**config.mk**
```make
export PLATFORM = sky130hd
export DESIGN_NAME = program_loader
export DESIGN_NICKNAME = d
export VERILOG_FILES = /design/src/rtl/program_loader.sv
export SDC_FILE = /design/constraint.sdc
export NUM_CORES = 1
export LEC_CHECK = 0
export ABC_CLOCK_PERIOD_IN_PS = 2500
export BUFFER_PORTS_ARGS = -buffer_cell sky130_fd_sc_hd__buf_2
export CAP_MARGIN = 20
export CORE_MARGIN = 4
export CORE_UTILIZATION = 57
export CTS_BUF_LIST = sky130_fd_sc_hd__clkbuf_8
export DETAILED_ROUTE_END_ITERATION = 6
export GPL_TIMING_DRIVEN = 0
export HOLD_SLACK_MARGIN = 0.02
export MAX_ROUTING_LAYER = met4
export PLACE_DENSITY_LB_ADDON = 0.05
export SYNTH_ARGS = -nofsm -noshare
export SYNTH_HDL_FRONTEND = slang
export SYNTH_SLANG_ARGS = --single-unit
```
**constraint.sdc**
```tcl
create_clock -name clk -period 2.5 [get_ports clk]
set_input_delay 0.5 -clock clk [delete_from_list [all_inputs] [get_ports clk]]
set_output_delay 0.5 -clock clk [all_outputs]
set_load 0.05 [all_outputs]
```
**src/rtl/program_loader.sv**
```systemverilog
// Byte-stream program loader: length header, little-endian words, one memory write per word.
// Optional trailing checksum byte when LOADER_CHECKSUM_EN is defined.
module program_loader #(
  parameter int                    MEMORY_DEPTH = 32,
  parameter int                    DATA_WIDTH   = 32,
  parameter logic [DATA_WIDTH-1:0] BASE_ADDRESS = 'h0040_0000
) (
  input  logic                  clk,
  input  logic                  reset,
  input  logic                  start_i,
  input  logic [7:0]            byte_i,
  input  logic                  byte_valid_i,
  output logic                  byte_ready_o,
  output logic                  mem_we_o,
  output logic [DATA_WIDTH-1:0] mem_address_o,
  output logic [DATA_WIDTH-1:0] mem_data_o,
  output logic                  cpu_hold_o,
  output logic                  busy_o,
  output logic                  done_o,
  output logic                  error_o,
  output logic [15:0]           words_loaded_o,
  output logic [2:0]            state_o
);

  // Handshake: a byte moves on a rising edge where byte_valid_i && byte_ready_o;
  // the source holds byte_i stable until then, ready never depends on valid.

  typedef enum logic [2:0] {
    S_IDLE   = 3'd0,
    S_LEN_LO = 3'd1,
    S_LEN_HI = 3'd2,
    S_DATA   = 3'd3,
    S_WRITE  = 3'd4,
`ifdef LOADER_CHECKSUM_EN
    S_CHECK  = 3'd5,
`endif
    S_DONE   = 3'd6,
    S_ERROR  = 3'd7
  } state_t;

  localparam logic [15:0] DEPTH16 = 16'(MEMORY_DEPTH);

  state_t                state_q, state_d;
  logic [15:0]           count_q;
  logic [1:0]            byte_idx_q;
  logic [23:0]           asm_q;
  logic [15:0]           words_q;
  logic [DATA_WIDTH-1:0] addr_q;
  logic [DATA_WIDTH-1:0] data_q;
  logic                  xfer;
  logic                  start_ok;
  logic [15:0]           len_d;
  logic                  last_word;
`ifdef LOADER_CHECKSUM_EN
  logic [7:0]            sum_q;
`endif

  assign xfer      = byte_valid_i && byte_ready_o;
  assign start_ok  = start_i && (state_q == S_IDLE || state_q == S_DONE || state_q == S_ERROR);
  assign len_d     = {byte_i, count_q[7:0]};
  assign last_word = (16'(words_q + 16'd1) == count_q);

  always_ff @(posedge clk) begin
    if (reset) state_q <= S_IDLE;
    else       state_q <= state_d;
  end

  always_comb begin
    state_d = state_q;
    case (state_q)
      S_IDLE, S_DONE, S_ERROR: if (start_i) state_d = S_LEN_LO;
      S_LEN_LO: if (xfer) state_d = S_LEN_HI;
      S_LEN_HI: begin
        if (xfer) state_d = (len_d == 16'd0 || len_d > DEPTH16) ? S_ERROR : S_DATA;
      end
      S_DATA:   if (xfer && byte_idx_q == 2'd3) state_d = S_WRITE;
      S_WRITE: begin
        if (!last_word)
          state_d = S_DATA;
        else
`ifdef LOADER_CHECKSUM_EN
          state_d = S_CHECK;
`else
          state_d = S_DONE;
`endif
      end
`ifdef LOADER_CHECKSUM_EN
      S_CHECK:  if (xfer) state_d = (byte_i == sum_q) ? S_DONE : S_ERROR;
`endif
      default:  state_d = S_IDLE;
    endcase
  end

  always_comb begin
    byte_ready_o = 1'b0;
    mem_we_o     = 1'b0;
    cpu_hold_o   = 1'b0;
    busy_o       = 1'b0;
    done_o       = 1'b0;
    error_o      = 1'b0;
    case (state_q)
      S_LEN_LO, S_LEN_HI, S_DATA: begin
        byte_ready_o = 1'b1;
        cpu_hold_o   = 1'b1;
        busy_o       = 1'b1;
      end
      S_WRITE: begin
        mem_we_o   = 1'b1;
        cpu_hold_o = 1'b1;
        busy_o     = 1'b1;
      end
`ifdef LOADER_CHECKSUM_EN
      S_CHECK: begin
        byte_ready_o = 1'b1;
        cpu_hold_o   = 1'b1;
        busy_o       = 1'b1;
      end
`endif
      S_DONE:  done_o = 1'b1;
      S_ERROR: begin
        error_o    = 1'b1;
        cpu_hold_o = 1'b1;
      end
      default: ;
    endcase
  end

  // The output word/address are captured as the 4th byte lands, so they stay
  // stable through WRITE and afterwards while the next word assembles.
  always_ff @(posedge clk) begin
    if (reset) begin
      count_q    <= '0;
      byte_idx_q <= '0;
      asm_q      <= '0;
      words_q    <= '0;
      addr_q     <= BASE_ADDRESS;
      data_q     <= '0;
`ifdef LOADER_CHECKSUM_EN
      sum_q      <= '0;
`endif
    end else if (start_ok) begin
      words_q    <= '0;
      byte_idx_q <= '0;
`ifdef LOADER_CHECKSUM_EN
      sum_q      <= '0;
`endif
    end else begin
      case (state_q)
        S_LEN_LO: if (xfer) count_q[7:0]  <= byte_i;
        S_LEN_HI: if (xfer) count_q[15:8] <= byte_i;
        S_DATA: begin
          if (xfer) begin
            byte_idx_q <= byte_idx_q + 2'd1;
`ifdef LOADER_CHECKSUM_EN
            sum_q      <= sum_q + byte_i;
`endif
            if (byte_idx_q == 2'd3) begin
              data_q <= DATA_WIDTH'({byte_i, asm_q});
              addr_q <= BASE_ADDRESS + (DATA_WIDTH'(words_q) << 2);
            end else begin
              asm_q[{byte_idx_q, 3'b000} +: 8] <= byte_i;
            end
          end
        end
        S_WRITE: words_q <= words_q + 16'd1;
        default: ;
      endcase
    end
  end

  assign mem_address_o  = addr_q;
  assign mem_data_o     = data_q;
  assign words_loaded_o = words_q;
  assign state_o        = state_q;

endmodule

```
==> results of run 1 <==
==> power breakdown <==
group          leakage, nW  internal, mW  switching (mW)
Sequential           0.879          1.75          0.0190
Clock                0.105         0.470           0.608
Combinational         1.25        0.0988           0.252
Total                 2.24          2.32           0.879
==> worst register-to-register path: cells and delay by family (launching register included) <==
kind	cells	cell delay [ps]
xor gates and xnor gates	1	130
adders and majority gates	1	300
and+or+nand+nor	4	980
DFF	1	530
AOI/OAI and AO/OA	1	210
==> cells in the final DEF, fill, tap and decap left out, drive strengths merged, types with 2 or more instances in the layout <==
cell type	netlist	final
a211o	2	2
a211oi	3	3
a21o	2	2
a21oi	104	104
and2	4	4
and3	4	4
buf	28	112
clkbuf	24	33
clkinv	1	4
conb	2	16
dfxtp	109	109
ha	6	6
inv	6	9
nand2	170	170
nand2b	2	2
nand3	32	32
nand4	7	7
nor2	20	20
nor2b	7	7
nor3	4	4
nor3b	5	5
nor4	8	8
o21ai	13	13
o31ai	2	2
or3	10	10
xnor2	19	19
xor2	12	12
==> final cells by class <==
class | instances | area [sq um]
clock buffers | 9 | 123.9
plain buffers | 52 | 296.5
flip-flops and latches | 109 | 2182
inverters | 7 | 26.28
fillers | 758 | 2582
multi-input cells | 464 | 2421
clock inverters | 7 | 73.82
repair buffers | 84 | 420.4
well taps | 105 | 131.4
==> repair_timing <==
| action | in CTS | in global routing |
|---|---|---|
| endpoints found under the hold margin | 0 | 0 |
| gates resized for setup | 0 | 2 |
| setup endpoints to repair | 0 | 2 |
==> registers in the layout, indices dropped and copies added (netlist names) <==
| signal | cells |
|---|---|
| mem_address_o | 16 |
| words_loaded_o | 16 |
| mem_data_o | 32 |
| byte_idx_q | 2 |
| asm_q | 24 |
| count_q | 16 |
| state_o | 3 |
==> kinds of logic (layout without fill, tap and decap cells) <==
kind of cell | count (synthesis) | after routing | synth area share, %
xor gates and xnor gates | 31 | 31 | 5.581
buffers and inverters | 59 | 159 | 6.636
adders and majority gates | 6 | 6 | 1.543
AOI/OAI and AO/OA | 131 | 131 | 14.66
and+or+nand+nor | 279 | 279 | 26.36
muxes | 1 | 1 | 0.2058
other | 2 | 16 | 0.1544
DFF | 109 | 109 | 44.86
==> worst min path at each step <==
stage                                start               end  slack (ps)  depth (start not counted)
final                        mem_data_o[2]     mem_data_o[2]         460                          2
after CTS                        byte_i[7]       count_q[15]         450                          3
after global placement    mem_address_o[3]  mem_address_o[3]         440                          2
after global routing             byte_i[4]        count_q[4]         460                          3
after detailed placement         asm_q[17]    mem_data_o[17]         440                          2
after floorplan                   asm_q[0]          asm_q[0]         430                          2
==> through the flow <==
stage               setup WS (ps)  util, %  instance area [sq um]  instances  power [mW]
detailed placement          89.28    66.23                   5469        821       2.158
floorplan                   116.1        -                   4917        632       2.070
global route                40.08    68.73                   5675        837       3.317
finish                      156.5    68.73                   5675        837       3.200
global placement            200.5    66.23                   5469        821       2.152
CTS                         14.97    68.62                   5667        837       3.209
==> metal layers <==
metal  track usage [%]  up-vias
li1                  -     2265
met1             30.94     2086
met2             43.78      133
met3             3.475       16
met4             7.254        0
met5                 -        -
==> impl_metrics.ini, run 1 <==
[outcome]
status = completed

[worst_setup_path]
timing_worst_setup_path_type = flip-flop to output port
critical_path_peak_fanout = 10
cp.depth = 4
endpoint_kind = output port
cp.required_ps = 2000
start_kind = flip-flop
cpMaxStageDelayCell = dfxtp_1
r2r_cells = 7
worstReg2RegStart = words_loaded_o[0]
rrSetupSlack_ps = 270
path_delay_family = buffers and inverters
r2r_end = state_o[2]
critPathArrivalTime_ps = 1840
startpoint = state_o[1]
cp_cell_sequence = nor2_1 -> nand2_2 -> clkinv_1 -> buf_2
path_buf_inv = 2
crit_end = mem_we_o
critical_path.max_stage_delay_ps = 510

[sta]
max-slew-margin-rel_pct = 39.68
fin_crit_sh_pct = 93.74
fin_skew_ps = 14.79
finalHoldViolCount = 0
worst-slew-pin-transition_ps = 902.8
max_freq_ghz = 0.4267
rsz0062_at_grt = no
finalSetupTns_ps = 0
fin_hold_ws_ps = 456.4
period_minus_slack_ps = 2343
setup_viol = 0
slew_viol_final = 0

[floorplanning]
fp.dieH_microns = 100.4
core_area_sq_mm = 0.008258
start_util_pct = 58.91
die_w_microns = 100.4
row_count = 33
die_area_sq_mm = 0.01008
io_pins = 101

[synth]
synth_seq_cells = 109
yosys.area.top_type = dfxtp_1
synth_cells = 618
synth.most_common_cell = nand2_1
synth_ff_type = dfxtp_1
synth_cell_type_count = 50
synth_area_sq_mm = 0.004865
synth.area.top_cells = dfxtp_1, nand2_1, a21oi_1
syn_avg_cell_area_sq_um = 7.872
ys_seq_area_share_pct = 44.86
synth-edff-count = 0
synth_top_cell_area_share_pct = 44.86
synthArstFlopShare_pct = 0
synth_common_cells = nand2_1, dfxtp_1, a21oi_1
ys_warn_count = 0

[detailed_routing]
drt-initial-drc-count = 228
wl_mm = 12.18
ant_nets = 0
drcViolationCount = 0
first_pass_iters = 4
routedLengthMet1_mm = 5.294
top_layer = met4
wl_per_cell_microns = 14.56
viasPerCell = 5.376
routed-via-count = 4500
dr_wl_met2_mm = 6.028
wl_met3_microns = 671

[clock_tree]
clock_sinks = 109
tritoncts = yes
htreeDepth = 3
clockBufferDepth = 2
root_buffer = clkbuf_8
clkTransAtPathRegs_ps = 100
clock_latency_ps = 370
post_cts_buffers = 0
ctsHoldBuffers = 0
cts_buffers = 9

[grt]
grtUsageTotal_pct = 25.36
grt_pass1_wl_mm = 19.98
grt_pass1_vias = 4185
grt_max_degree = 19
antenna_found_initial = 0
globalRoute.totalOverflow = 0

[cells_and_area]
drive_gt1_share_pct = 19.13
area_growth_pct = 16.67
n_antenna_cell = 0
fin_nets = 745

[place]
dp_hpwl_mm = 8.932
gp_congestion = 0.9296
io_buffers = 84

[hold_path]
hold_class = flip-flop to flip-flop

[power_and_ir_drop]
power.density_mw_per_mm2 = 563.9
leakagePower_nw = 2.236
vdd_drop_max_v = 0.0003396

[run]
maxCapViolations = 0
Power figures use the tool's default switching activity.
==> run 2, diff against run 1 <==
--- a/config.mk
+++ b/config.mk
@@ -8,7 +8,8 @@
 export ABC_CLOCK_PERIOD_IN_PS = 2500
 export BUFFER_PORTS_ARGS = -buffer_cell sky130_fd_sc_hd__buf_2
 export CAP_MARGIN = 20
-export CORE_MARGIN = 4
+export CORE_ASPECT_RATIO = 1.5
+export CORE_MARGIN = 2
 export CORE_UTILIZATION = 57
 export CTS_BUF_LIST = sky130_fd_sc_hd__clkbuf_8
 export DETAILED_ROUTE_END_ITERATION = 6
==> run 2 against run 1 <==
Net effect:
- first-iteration DRC count fell by 2.6%
- sequential share of layout area fell by 0.051 points
- clock power rose by 4%
- register-to-register slack got worse by 60 ps
- power rose by 1.5%
- hold slack got worse by 8.7 ps
- highest routed layer unchanged
==> impl_metrics.ini, run 2 (synthesized netlist as in run 1, its figures left out) <==
[grt]
use_met3_pct = 5.445
met2_usage_pct = 49.75
globalRoute.totalOverflow = 0
grt_max_degree = 19
grt_pass1_vias = 4214
gr-usage-met1_pct = 30.00
antenna_found_initial = 0
grtUsageTotal_pct = 28.26
grt_pass1_wl_mm = 19.69
busiest_layer = met2

[detailed_routing]
wl_per_cell_microns = 14.90
routed-via-count = 4475
viasPerCell = 5.334
first_pass_iters = 4
drt-initial-drc-count = 222
drcViolationCount = 0
ant_nets = 0
wl_mm = 12.50

[place]
io_buffers = 84
postPlaceCellArea_sq_mm = 0.005472
dpl_worst_slack_ps = 76.47
gp_congestion = 0.9127
dp_hpwl_mm = 9.115
dp_cells = 823

[clock_tree]
clkTransAtPathRegs_ps = 100
root_buffer = clkbuf_8
post_cts_buffers = 0
clock_latency_ps = 390
cts_buffers = 9
cts_repair_resize_count = 0
htreeDepth = 3
ctsHoldBuffers = 0
tritoncts = yes
clock_sinks = 109
clockBufferDepth = 2

[worst_setup_path]
critical_path_peak_fanout = 10
timing_worst_setup_path_type = flip-flop to output port
cp.required_ps = 2000
start_kind = flip-flop
endpoint_kind = output port
critPathArrivalTime_ps = 1840

[sta]
setup_slack_ps = 157.1
worst-slew-pin-transition_ps = 928.2
fin_crit_sh_pct = 93.72
fin_hold_ws_ps = 447.7
max-slew-margin-rel_pct = 37.99
setup_viol = 0
finalSetupTns_ps = 0
fin_skew_ps = 12.69
slew_viol_final = 0
finalHoldViolCount = 0
period_minus_slack_ps = 2343
rsz0062_at_grt = no
max_freq_ghz = 0.4268

[cells_and_area]
fin_nets = 745
area_growth_pct = 16.82
most-common-layout-cells = nand2_1, dfxtp_1, a21oi_1
layout_commonest_cell = nand2_1
largest_reg_flops = 32
drive_gt1_share_pct = 19.13
final_core_util_pct = 67.96
fill_cells = 761
fin_area_sq_mm = 0.005683
n_antenna_cell = 0
stdcell_count = 839

[floorplanning]
io_pins = 101
fp.dieH_microns = 117.1
core_area_sq_mm = 0.008362
die_w_microns = 79.43
start_util_pct = 58.18
row_count = 41
die_area_sq_mm = 0.009305

[hold_path]
hold_class = input pin to flip-flop

[power_and_ir_drop]
vdd_drop_max_v = 0.0005401
leakagePower_nw = 2.230
power.total_mw = 3.248
power.density_mw_per_mm2 = 571.5

[run]
maxCapViolations = 0

[outcome]
status = completed
==> run 2: changes by cell type in the layout (fill, tap and decap cells not counted), sizes merged <==
| cell | change |
|---|---|
| clkinvlp | +2 |
| inv | -2 |
| clkbuf | +1 |
| clkinv | -1 |
==> run 2: where the power goes <==
group | leakage, nW | internal (mW) | total [mW] | switching [mW]
sequential | 0.879 | 1.75 | 1.77 | 0.0189
clock | 0.0991 | 0.498 | 1.12 | 0.626
combinational | 1.25 | 0.0988 | 0.353 | 0.254
total | 2.23 | 2.35 | 3.25 | 0.899
==> run 2: final cells by class <==
type	instances	area, sq um	area share [%]
Timing Repair Buffer	84	420.4	7.398
Clock inverter	6	71.32	1.255
Clock buffer	10	137.6	2.422
Tap cell	107	133.9	2.356
Sequential cell	109	2182	38.40
Buffer	52	296.5	5.218
Multi-Input combinational cell	464	2415	42.49
Inverter	7	26.28	0.4624
==> run 2: metal layers <==
layer | vias to the layer above | share of wire (%)
met1 | 2079 | 39
li1 | 2252 | -
met5 | - | 0
met3 | 21 | 5.0
met4 | 0 | 2.3
met2 | 123 | 54
==> run 2: final timing paths <==
kind,end,slack (ps),cells after the start,startpoint
min,count_q[6],450,3,byte_i[6]
max reg2reg,words_loaded_o[14],210,6,words_loaded_o[0]
max,mem_we_o,160,4,state_o[1]
min reg2reg,mem_address_o[3],460,2,mem_address_o[3]
==> run 2: critical path: stages, from the launching register on <==
cell and delay [ps]:
dfxtp_1 510, nor2_1 160, nand2_2 230, clkinv_1 270
buf_2 290
==> run 3, diff against run 2 <==
--- a/config.mk
+++ b/config.mk
@@ -5,11 +5,10 @@
 export SDC_FILE = /design/constraint.sdc
 export NUM_CORES = 1
 export LEC_CHECK = 0
-export ABC_CLOCK_PERIOD_IN_PS = 2500
+export ABC_CLOCK_PERIOD_IN_PS = 2300
 export BUFFER_PORTS_ARGS = -buffer_cell sky130_fd_sc_hd__buf_2
 export CAP_MARGIN = 20
 export CORE_ASPECT_RATIO = 1.5
-export CORE_MARGIN = 2
 export CORE_UTILIZATION = 57
 export CTS_BUF_LIST = sky130_fd_sc_hd__clkbuf_8
 export DETAILED_ROUTE_END_ITERATION = 6
==> constraint.sdc (replaced) <==
create_clock -name clk -period 2.3 [get_ports clk]
set_input_delay 0.46 -clock clk [delete_from_list [all_inputs] [get_ports clk]]
set_output_delay 0.46 -clock clk [all_outputs]
set_load 0.05 [all_outputs]
==> run 3 against run 2 <==
Net effect:
- clock power grew 9%
- first-iteration DRC count decreased by 5.9%
- critical path depth increased by 1
- final area grew 0.57%
- sequential share of layout area fell by 0.17 points
- sequential power increased by 9%
- non-clock buffer count unchanged
- hold slack worse by 27 ps
- power rose by 8.8%
==> impl_metrics.ini, run 3 (synthesized netlist as in run 1, its figures left out) <==
[outcome]
status = completed

[sta]
slew_viol_final = 0
fin_hold_ws_ps = 420.9
rsz0062_at_grt = yes
setup_viol = 0
max_freq_ghz = 0.4668
finalHoldViolCount = 0
fin_skew_ps = 7.586
fin_crit_sh_pct = 93.15
period_minus_slack_ps = 2142
max-slew-margin-rel_pct = 38.18
worst-slew-pin-transition_ps = 925.3

[worst_setup_path]
cp.required_ps = 2610
cpMaxStageDelayCell = nor3b_1
r2r_cells = 5
start_kind = flip-flop
endpoint_kind = flip-flop
timing_worst_setup_path_type = flip-flop to flip-flop
worstReg2RegStart = byte_idx_q[0]
critical_path.max_stage_delay_ps = 770
critPathArrivalTime_ps = 2450
rrSetupSlack_ps = 160
cp_cell_sequence = inv_1 -> ha_1 -> nor3b_1 -> nand3_1 -> a21oi_1
r2r_end = asm_q[8]
critical_path_peak_fanout = 8

[clock_tree]
root_buffer = clkbuf_8
clock_sinks = 109
htreeDepth = 3
clkTransAtPathRegs_ps = 90
post_cts_buffers = 0
cts_buffers = 9
tritoncts = yes
clock_latency_ps = 380
clockBufferDepth = 2

[power_and_ir_drop]
leakagePower_nw = 2.261
power.density_mw_per_mm2 = 618.1
vdd_drop_max_v = 0.0004273

[cells_and_area]
final_core_util_pct = 70.06
fin_area_sq_mm = 0.005715
layout_commonest_cell = nand2_1
largest_reg_flops = 32
most-common-layout-cells = nand2_1, dfxtp_1, a21oi_1
drive_gt1_share_pct = 20.55
area_growth_pct = 17.49
n_antenna_cell = 0
fin_nets = 745

[grt]
grt_pass1_vias = 4376
globalRoute.totalOverflow = 0
grt_pass1_wl_mm = 20.47
grtUsageTotal_pct = 30.19
grt_max_degree = 17
antenna_found_initial = 0

[run]
maxCapViolations = 0

[hold_path]
holdPathStages = 3
hold_path_end = count_q[4]
hold_class = input pin to flip-flop
holdCritStartpoint = byte_i[4]

[detailed_routing]
routed-via-count = 4583
drcViolationCount = 0
ant_nets = 0
wl_mm = 12.43
first_pass_iters = 4
viasPerCell = 5.489
drt-initial-drc-count = 209
wl_per_cell_microns = 14.89

[floorplanning]
die_area_sq_mm = 0.008916
start_util_pct = 59.63
core_area_sq_mm = 0.008158
io_pins = 101
row_count = 40
fp.dieH_microns = 115.1
die_w_microns = 77.43

[place]
dp_hpwl_mm = 8.988
postPlaceCellArea_sq_mm = 0.005473
gp_congestion = 0.8978
io_buffers = 84
[run 3: changes by cell type in the layout (fill, tap and decap cells not counted), sizes merged]
| cell | previous run | this run |
|---|---|---|
| clkinv | 3 | 1 |
| buf | 112 | 111 |
| bufinv | 1 | 2 |
[run 3: report_power, final]
part           internal [mW]  switching (mW)
Clock                  0.598           0.622
Combinational          0.110           0.276
Sequential              1.90          0.0221
Total                   2.61           0.921
[run 3: worst max-delay path by stage]
stage | startpoint | slack, ps | to | depth (start not counted)
finish | byte_idx_q[0] | 160 | asm_q[8] | 5
global route | byte_idx_q[0] | -40 | asm_q[17] | 5
CTS | state_o[2] | 20 | done_o | 4
detailed placement | byte_valid_i | -120 | mem_address_o[4] | 8
global placement | byte_valid_i | -50 | mem_data_o[27] | 8
floorplan | words_loaded_o[0] | 20 | state_o[0] | 7
[run 3: worst max-delay path: cells and delay by family (launching register included)]
family | cells | cell delay [ps]
AND/OR/NAND/NOR | 2 | 960
flip-flops | 1 | 460
adder cells (fa/ha/maj) | 1 | 350
AO/OA/AOI/OAI | 1 | 170
buffers and inverters | 1 | 140
[run 3: through the flow]
step / worst slack [ps] / instances / power (mW) / TNS (ps)
6_report: 157.6 / 835 / 3.533 / 0
5_1_grt: -36.17 / 835 / 3.662 / -98.17
4_1_cts: 17.07 / 835 / 3.542 / 0
3_5_place_dp: -117.7 / 821 / 2.347 / -969.4
3_3_place_gp: -50.37 / 821 / 2.342 / -476.8
2_1_floorplan: 23.08 / 632 / 2.252 / 0
[run 3: area by class of cell]
cell class	count	area (sq um)
multi-input combinational	464	2447
clock inverter	5	78.83
clock buffer	9	123.9
sequential	109	2185
tap	105	131.4
fill	734	2442
inverter	7	27.53
timing repair buffer	84	420.4
buffer	52	301.5
[run 3: per-layer routing]
metal  global-route usage (%)  vias up  part of all wire, %
li1                         -     2253                    -
met1                    31.99     2140                   40
met2                    53.39      152                   52
met3                    3.810       38                  4.3
met4                    17.99        0                  4.2
met5                        -        -                    0
[run 3: repair_timing]
action                     CTS  global route
setup endpoints to repair    3            31
hold buffers                 0             0
gates resized for setup      4            13
